[src/rtl/puzzle_pkg.sv]
// Shared types and constants for the puzzle game sequencer and its bench.
// Golden solutions mirror the combinational checker's answer table.
package puzzle_pkg;

  typedef enum logic [2:0] {
    IDLE,
    LOAD,
    WAIT_SUB,
    CHECK,
    RESULT,
    DONE
  } state_e;

  localparam logic [1:0] TC_NONE = 2'd0;

  localparam logic [9:0] SOL_TC1 = 10'h1AE;
  localparam logic [9:0] SOL_TC2 = 10'h261;
  localparam logic [9:0] SOL_TC3 = 10'h284;

  // A check only counts as solved when the checker is finished and unambiguous.
  function automatic logic check_passed(input logic correct, input logic wrong,
                                        input logic finish);
    return correct & ~wrong & finish;
  endfunction

  function automatic logic [9:0] golden_sol(input logic [1:0] tc);
    case (tc)
      2'd1:    return SOL_TC1;
      2'd2:    return SOL_TC2;
      2'd3:    return SOL_TC3;
      default: return 10'h3FF;
    endcase
  endfunction

endpackage

[src/rtl/btn_edge.sv]
// Two-flop rising-edge detector: turns a held button level into one
// registered single-cycle pulse.
module btn_edge (
  input  logic clk,
  input  logic reset_n,
  input  logic btn_i,
  output logic pulse_o
);

  logic prev_q;
  logic pulse_q;

  always_ff @(posedge clk or negedge reset_n) begin
    if (!reset_n) begin
      prev_q  <= 1'b0;
      pulse_q <= 1'b0;
    end else begin
      prev_q  <= btn_i;
      pulse_q <= btn_i & ~prev_q;
    end
  end

  assign pulse_o = pulse_q;

endmodule

[src/rtl/puzzle_round_ctrl.sv]
// Game sequencer for the 10-switch puzzle checker: rounds, tries, per-attempt
// time limit and win/lose reporting. Every output is a flop.
module puzzle_round_ctrl
  import puzzle_pkg::*;
#(
  parameter int NUM_ROUNDS  = 3,
  parameter int MAX_TRIES   = 3,
  parameter int TIME_LIMIT  = 1000,
  parameter int RESULT_HOLD = 4
) (
  input  logic       clk,
  input  logic       reset_n,
  input  logic       start,
  input  logic       submit,
  input  logic [9:0] switches,
  input  logic       chk_correct,
  input  logic       chk_wrong,
  input  logic       chk_finish,
  output logic       chk_en,
  output logic [1:0] chk_testcase,
  output logic [9:0] chk_sol,
  output logic [1:0] round_idx,
  output logic [1:0] score,
  output logic [2:0] tries_left,
  output logic       busy,
  output logic       res_ok,
  output logic       res_bad,
  output logic       game_over,
  output logic       win
);

  localparam int TIMER_W = $clog2(TIME_LIMIT);
  localparam int HOLD_W  = (RESULT_HOLD > 1) ? $clog2(RESULT_HOLD) : 1;

  localparam logic [TIMER_W-1:0] TIMER_LAST = TIMER_W'(TIME_LIMIT - 1);
  localparam logic [HOLD_W-1:0]  HOLD_LAST  = HOLD_W'(RESULT_HOLD - 1);
  localparam logic [1:0]         LAST_ROUND = 2'(NUM_ROUNDS - 1);
  localparam logic [2:0]         TRIES_INIT = 3'(MAX_TRIES);

  logic start_p;
  logic submit_p;

  btn_edge u_start_edge (
    .clk     (clk),
    .reset_n (reset_n),
    .btn_i   (start),
    .pulse_o (start_p)
  );

  btn_edge u_submit_edge (
    .clk     (clk),
    .reset_n (reset_n),
    .btn_i   (submit),
    .pulse_o (submit_p)
  );

  state_e             state_q, state_d;
  logic [1:0]         round_q, round_d;
  logic [1:0]         score_q, score_d;
  logic [2:0]         tries_q, tries_d;
  logic [TIMER_W-1:0] timer_q, timer_d;
  logic [HOLD_W-1:0]  hold_q, hold_d;
  logic [9:0]         sw_q;
  logic [9:0]         sol_q, sol_d;
  logic               res_ok_q, res_ok_d;
  logic               res_bad_q, res_bad_d;
  logic               win_q, win_d;
  logic               chk_en_q;
  logic [1:0]         tc_q;
  logic               busy_q;
  logic               over_q;
  logic               pass;

  assign pass = check_passed(chk_correct, chk_wrong, chk_finish);

  always_comb begin
    state_d   = state_q;
    round_d   = round_q;
    score_d   = score_q;
    tries_d   = tries_q;
    timer_d   = timer_q;
    hold_d    = hold_q;
    sol_d     = sol_q;
    res_ok_d  = res_ok_q;
    res_bad_d = res_bad_q;
    win_d     = win_q;

    unique case (state_q)
      IDLE, DONE: begin
        if (start_p) begin
          state_d = LOAD;
          round_d = 2'd0;
          score_d = 2'd0;
          tries_d = TRIES_INIT;
          win_d   = 1'b0;
        end
      end

      LOAD: begin
        timer_d   = '0;
        res_ok_d  = 1'b0;
        res_bad_d = 1'b0;
        state_d   = WAIT_SUB;
      end

      WAIT_SUB: begin
        timer_d = timer_q + 1'b1;
        // A submit edge on the last timer cycle still counts as a real check.
        if (submit_p) begin
          sol_d   = sw_q;
          state_d = CHECK;
        end else if (timer_q == TIMER_LAST) begin
          res_ok_d  = 1'b0;
          res_bad_d = 1'b1;
          hold_d    = '0;
          state_d   = RESULT;
        end
      end

      CHECK: begin
        res_ok_d  = pass;
        res_bad_d = ~pass;
        hold_d    = '0;
        state_d   = RESULT;
      end

      RESULT: begin
        if (hold_q == HOLD_LAST) begin
          if (res_ok_q) begin
            if (score_q != 2'd3) score_d = score_q + 2'd1;
            if (round_q == LAST_ROUND) begin
              win_d   = 1'b1;
              state_d = DONE;
            end else begin
              round_d = round_q + 2'd1;
              state_d = LOAD;
            end
          end else begin
            if (tries_q != 3'd0) tries_d = tries_q - 3'd1;
            state_d = (tries_q <= 3'd1) ? DONE : LOAD;
          end
        end else begin
          hold_d = hold_q + 1'b1;
        end
      end

      default: state_d = IDLE;
    endcase
  end

  // Output flags are registered from the next state so they line up with it.
  always_ff @(posedge clk or negedge reset_n) begin
    if (!reset_n) begin
      state_q   <= IDLE;
      round_q   <= 2'd0;
      score_q   <= 2'd0;
      tries_q   <= TRIES_INIT;
      timer_q   <= '0;
      hold_q    <= '0;
      sw_q      <= 10'd0;
      sol_q     <= 10'd0;
      res_ok_q  <= 1'b0;
      res_bad_q <= 1'b0;
      win_q     <= 1'b0;
      chk_en_q  <= 1'b0;
      tc_q      <= TC_NONE;
      busy_q    <= 1'b0;
      over_q    <= 1'b0;
    end else begin
      state_q   <= state_d;
      round_q   <= round_d;
      score_q   <= score_d;
      tries_q   <= tries_d;
      timer_q   <= timer_d;
      hold_q    <= hold_d;
      sw_q      <= switches;
      sol_q     <= sol_d;
      res_ok_q  <= res_ok_d;
      res_bad_q <= res_bad_d;
      win_q     <= win_d;
      chk_en_q  <= (state_d == CHECK);
      tc_q      <= (state_d == IDLE) ? TC_NONE : round_d + 2'd1;
      busy_q    <= (state_d != IDLE) && (state_d != DONE);
      over_q    <= (state_d == DONE);
    end
  end

  assign chk_en       = chk_en_q;
  assign chk_testcase = tc_q;
  assign chk_sol      = sol_q;
  assign round_idx    = round_q;
  assign score        = score_q;
  assign tries_left   = tries_q;
  assign busy         = busy_q;
  assign res_ok       = res_ok_q;
  assign res_bad      = res_bad_q;
  assign game_over    = over_q;
  assign win          = win_q;

endmodule

[config.mk]
export PLATFORM = sky130hd
export DESIGN_NAME = puzzle_round_ctrl
export DESIGN_NICKNAME = d
export VERILOG_FILES = /design/src/rtl/puzzle_pkg.sv /design/src/rtl/btn_edge.sv /design/src/rtl/puzzle_round_ctrl.sv
export SDC_FILE = /design/constraint.sdc
export NUM_CORES = 1
export LEC_CHECK = 0
export ABC_CLOCK_PERIOD_IN_PS = 2340
export CAP_MARGIN = 30
export CORE_MARGIN = 4
export CORE_UTILIZATION = 54
export CTS_BUF_LIST = sky130_fd_sc_hd__clkbuf_2
export DETAILED_ROUTE_END_ITERATION = 6
export GPL_TIMING_DRIVEN = 0
export PLACE_DENSITY = 0.82
export SETUP_SLACK_MARGIN = 0.5
export SYNTH_ARGS = -nofsm -noshare
export SYNTH_HDL_FRONTEND = slang
export SYNTH_SLANG_ARGS = --single-unit
export TNS_END_PERCENT = 20
[constraint.sdc]
create_clock -name clk -period 2.34 [get_ports clk]
set_clock_uncertainty 0.2 [all_clocks]
set_input_delay 0.234 -clock clk [delete_from_list [all_inputs] [get_ports clk]]
set_output_delay 0.234 -clock clk [all_outputs]
set_load 0.03 [all_outputs]
==> flow_summary.yaml <==
layout:
  diodes: 0
  areaGrowthSynthToFinish_pct: 32.2
  design.final.nets: 278
  n_fill_cell: 273
  drive_above_1_share: 0.184
clock_tree:
  numClockSinks: 54
  clkLatencyLatePin_ns: 0.48
  clockBufferDepth: 2
  cts_made_buffers: 5
  tritoncts: "yes"
  cts_root_buf: "clkbuf_2"
  cts.clk_slew.worst_paths_ns: 0.32
  cts.htree.levels: 2
critical_path:
  critPathMaxStageDelay_ns: 0.68
  r2r-end: "timer_q[8]$_DFFE_PN0P_"
  crit_path_start_kind: "flip-flop"
  reg2reg_slack_ns: 0.44
  startpoint: "chk_sol[7]$_DFFE_PN0P_"
  worstPathRequired_ns: 1.91
  crit_buf_inv: 1
  cp_cell_sequence: "clkdlybuf4s50_1"
  reg2reg_from: "state_q[0]$_DFF_PN0_"
  path_depth: 1
  slowest_stage: "clkdlybuf4s50_1"
  crit_family: "buffers and inverters"
  crit_type: "flip-flop to output port"
  ff2ff_path_depth: 7
  endpoint_kind: "output port"
  worst-path-max-fanout: 2
  crit_arrival_ns: 1.59
  crit_end: "chk_sol[7]"
placed_design:
  port_buffers: 41
  hpwl_um: 3100
  place_congestion: 0.772
power:
  p_total_mw: 3.22
  vdd_drop_max_mv: 0.700
  cellPowerDensity_nw_per_um2: 1040
  p_leak_nw: 1.51
drt:
  highest_layer: "met4"
  wirelength_um: 4580
  met2_length_um: 2240
  drtIter0Drc: 78
  met1_length_um: 2010
  routedWlPerCell_um: 15.0
  wl_met3_um: 259
  vias: 1623
  via_per_inst: 5.32
  drtAntennaViolNets: 0
  drc: 0
  drtPass1Iterations: 4
floorplanning:
  start_util: 0.570
  ioPinCount: 42
  coreArea_um2: 4090
  die_area_um2: 5430
  rows: 23
  die_width_um: 73.7
  die_y_um: 73.7
grt:
  grt_start_max_net_pins: 36
  grt_use_total: 0.187
  grt_pass1_vias: 1631
  grt_pass1_wl_um: 7610
  antenna_found_initial: 0
  overflow: 0
timing:
  finalHoldViolCount: 0
  rsz0062_at_grt: "true"
  worst_hold_slack_ns: 0.204
  relSlewSlack: 0.683
  period_share: 0.863
  setup_tns_ns: 0
  slew_viol_final: 0
  period_minus_slack_ns: 2.02
  setup_viol: 0
  worstMarginPinSlew_ns: 0.475
  fmax_mhz: 495
logic_synthesis:
  syn_area_um2: 2330
  synth_seq_cells: 54
  synth.net_count: 212
  synth-async-reset-ratio: 1.00
  synth_cell_types: 52
  syn_inst: 188
  synth.area.top_cells: "dfrtp_1 (56%), mux2_2 (3.9%), ha_1 (3.8%)"
  synthDominantCellAreaShare: 0.559
  yosys.area.top_type: "dfrtp_1"
  synth_seq_area_share: 0.581
  synth-edff-count: 0
  synth_top_flop_cell: "dfrtp_1"
  syn_area_per_cell_um2: 12.4
  yosysWarnings: 0
run:
  drv_cap: 0
min_path:
  hp-class: "input port to flip-flop"
run_status:
  status: "complete, no violations"
how the worst min path moves through the flow:
| stage | endpoint | slack [ns] | from | cells past startpoint |
|---|---|---|---|---|
| after floorplan | busy$_DFF_PN0_ | -0.26 | reset_n | 0 |
| after global placement | u_start_edge.pulse_o$_DFF_PN0_ | 0.18 | u_start_edge.prev_q$_DFF_PN0_ | 1 |
| after detailed placement | score[0]$_DFFE_PN0P_ | 0.02 | reset_n | 1 |
| after CTS | win$_DFFE_PN0P_ | 0.003 | reset_n | 2 |
| after global routing | res_ok$_DFFE_PN0P_ | 0.17 | chk_correct | 3 |
| final | res_ok$_DFFE_PN0P_ | 0.20 | chk_finish | 3 |
state kept, by name, indices dropped and copies added, names as in the netlist:
name,count
chk_sol,10
sw_q,10
timer_q,10
state_q,3
tries_left,3
chk_testcase,2
hold_q,2
round_idx,2
score,2
busy,1
chk_en,1
game_over,1
res_bad,1
res_ok,1
u_start_edge.prev_q,1
u_start_edge.pulse_o,1
u_submit_edge.prev_q,1
u_submit_edge.pulse_o,1
win,1
cell type report:
| type | count | area, µm² | share of cell area |
|---|---|---|---|
| Tap cell | 50 | 62.6 | 0.0203 |
| Multi-Input combinational cell | 120 | 890 | 0.289 |
| Buffer | 7 | 60.1 | 0.0195 |
| Sequential cell | 54 | 1360 | 0.441 |
| Clock buffer | 5 | 25.0 | 0.00813 |
| Clock inverter | 3 | 47.5 | 0.0154 |
| Timing Repair Buffer | 59 | 611 | 0.198 |
| Inverter | 7 | 26.3 | 0.00853 |
synthesized netlist by cell type, types with 3 or more instances:
cell     number
dfrtp_1      52
nand2_1      15
nor2_1       15
mux2_2        8
o21ai_0       8
ha_1          7
inv_1         7
mux2i_1       5
a21oi_1       4
a22o_1        4
nand4_1       4
buf_4         3
buf_6         3
nand3_1       3
nor2b_1       3
repair_timing:
action                                  CTS  global route
endpoints found under the hold margin    64            11
hold buffers                             12             2
resized for setup                         7            10
pin swaps                                 1             0
setup buffers                             3             0
cloned                                    0             0
endpoints found under the setup margin   44            54
where the power goes:
| group | internal [mW] | switching (mW) | total [mW] |
|---|---|---|---|
| combinational | 0.642 | 0.784 | 1.43 |
| clock | 0.187 | 0.321 | 0.508 |
| sequential | 1.15 | 0.131 | 1.28 |
| total | 1.98 | 1.24 | 3.22 |
per-layer routing:
layer	global-route usage	vias up
li1	-	789
met1	0.236	781
met2	0.306	45
met3	0.0561	8
met4	0.0664	0
met5	0	-
through the flow:
stage | worst slack, ns | utilization | std cells | instance area, µm²
global placement | -0.905 | 0.686 | 279 | 2810
global route | 0.222 | 0.754 | 305 | 3080
detailed placement | 0.311 | 0.690 | 280 | 2820
finish | 0.321 | 0.754 | 305 | 3080
CTS | 0.291 | 0.742 | 303 | 3030
floorplan | 0.504 | - | 188 | 2330
cell families after synthesis:
group / after synthesis / synth area share
flip-flops: 54 / 0.581
AND/OR/NAND/NOR: 64 / 0.166
XOR/XNOR: 3 / 0.0113
multiplexers: 15 / 0.0698
adder cells (fa/ha/maj): 7 / 0.0376
buffers and inverters: 14 / 0.0371
AO/OA/AOI/OAI: 31 / 0.0972
cells in the final DEF, fill, tap and decap left out, types with 3 or more instances in the layout:
| master | count |
|---|---|
| dfrtp_1 | 49 |
| clkdlybuf4s50_1 | 26 |
| nand2_1 | 15 |
| nor2_1 | 15 |
| dlygate4sd3_1 | 14 |
| dlymetal6s2s_1 | 10 |
| o21ai_0 | 8 |
| mux2_2 | 8 |
| inv_1 | 7 |
| ha_1 | 7 |
| buf_4 | 6 |
| mux2i_1 | 5 |
| clkbuf_2 | 5 |
| nand4_1 | 4 |
| a22o_1 | 4 |
| a21oi_1 | 4 |
| buf_6 | 3 |
| nor2b_1 | 3 |
| nand3_1 | 3 |
| dlygate4sd2_1 | 3 |
| dfrtp_2 | 3 |
(Power assumes the default switching activity.)
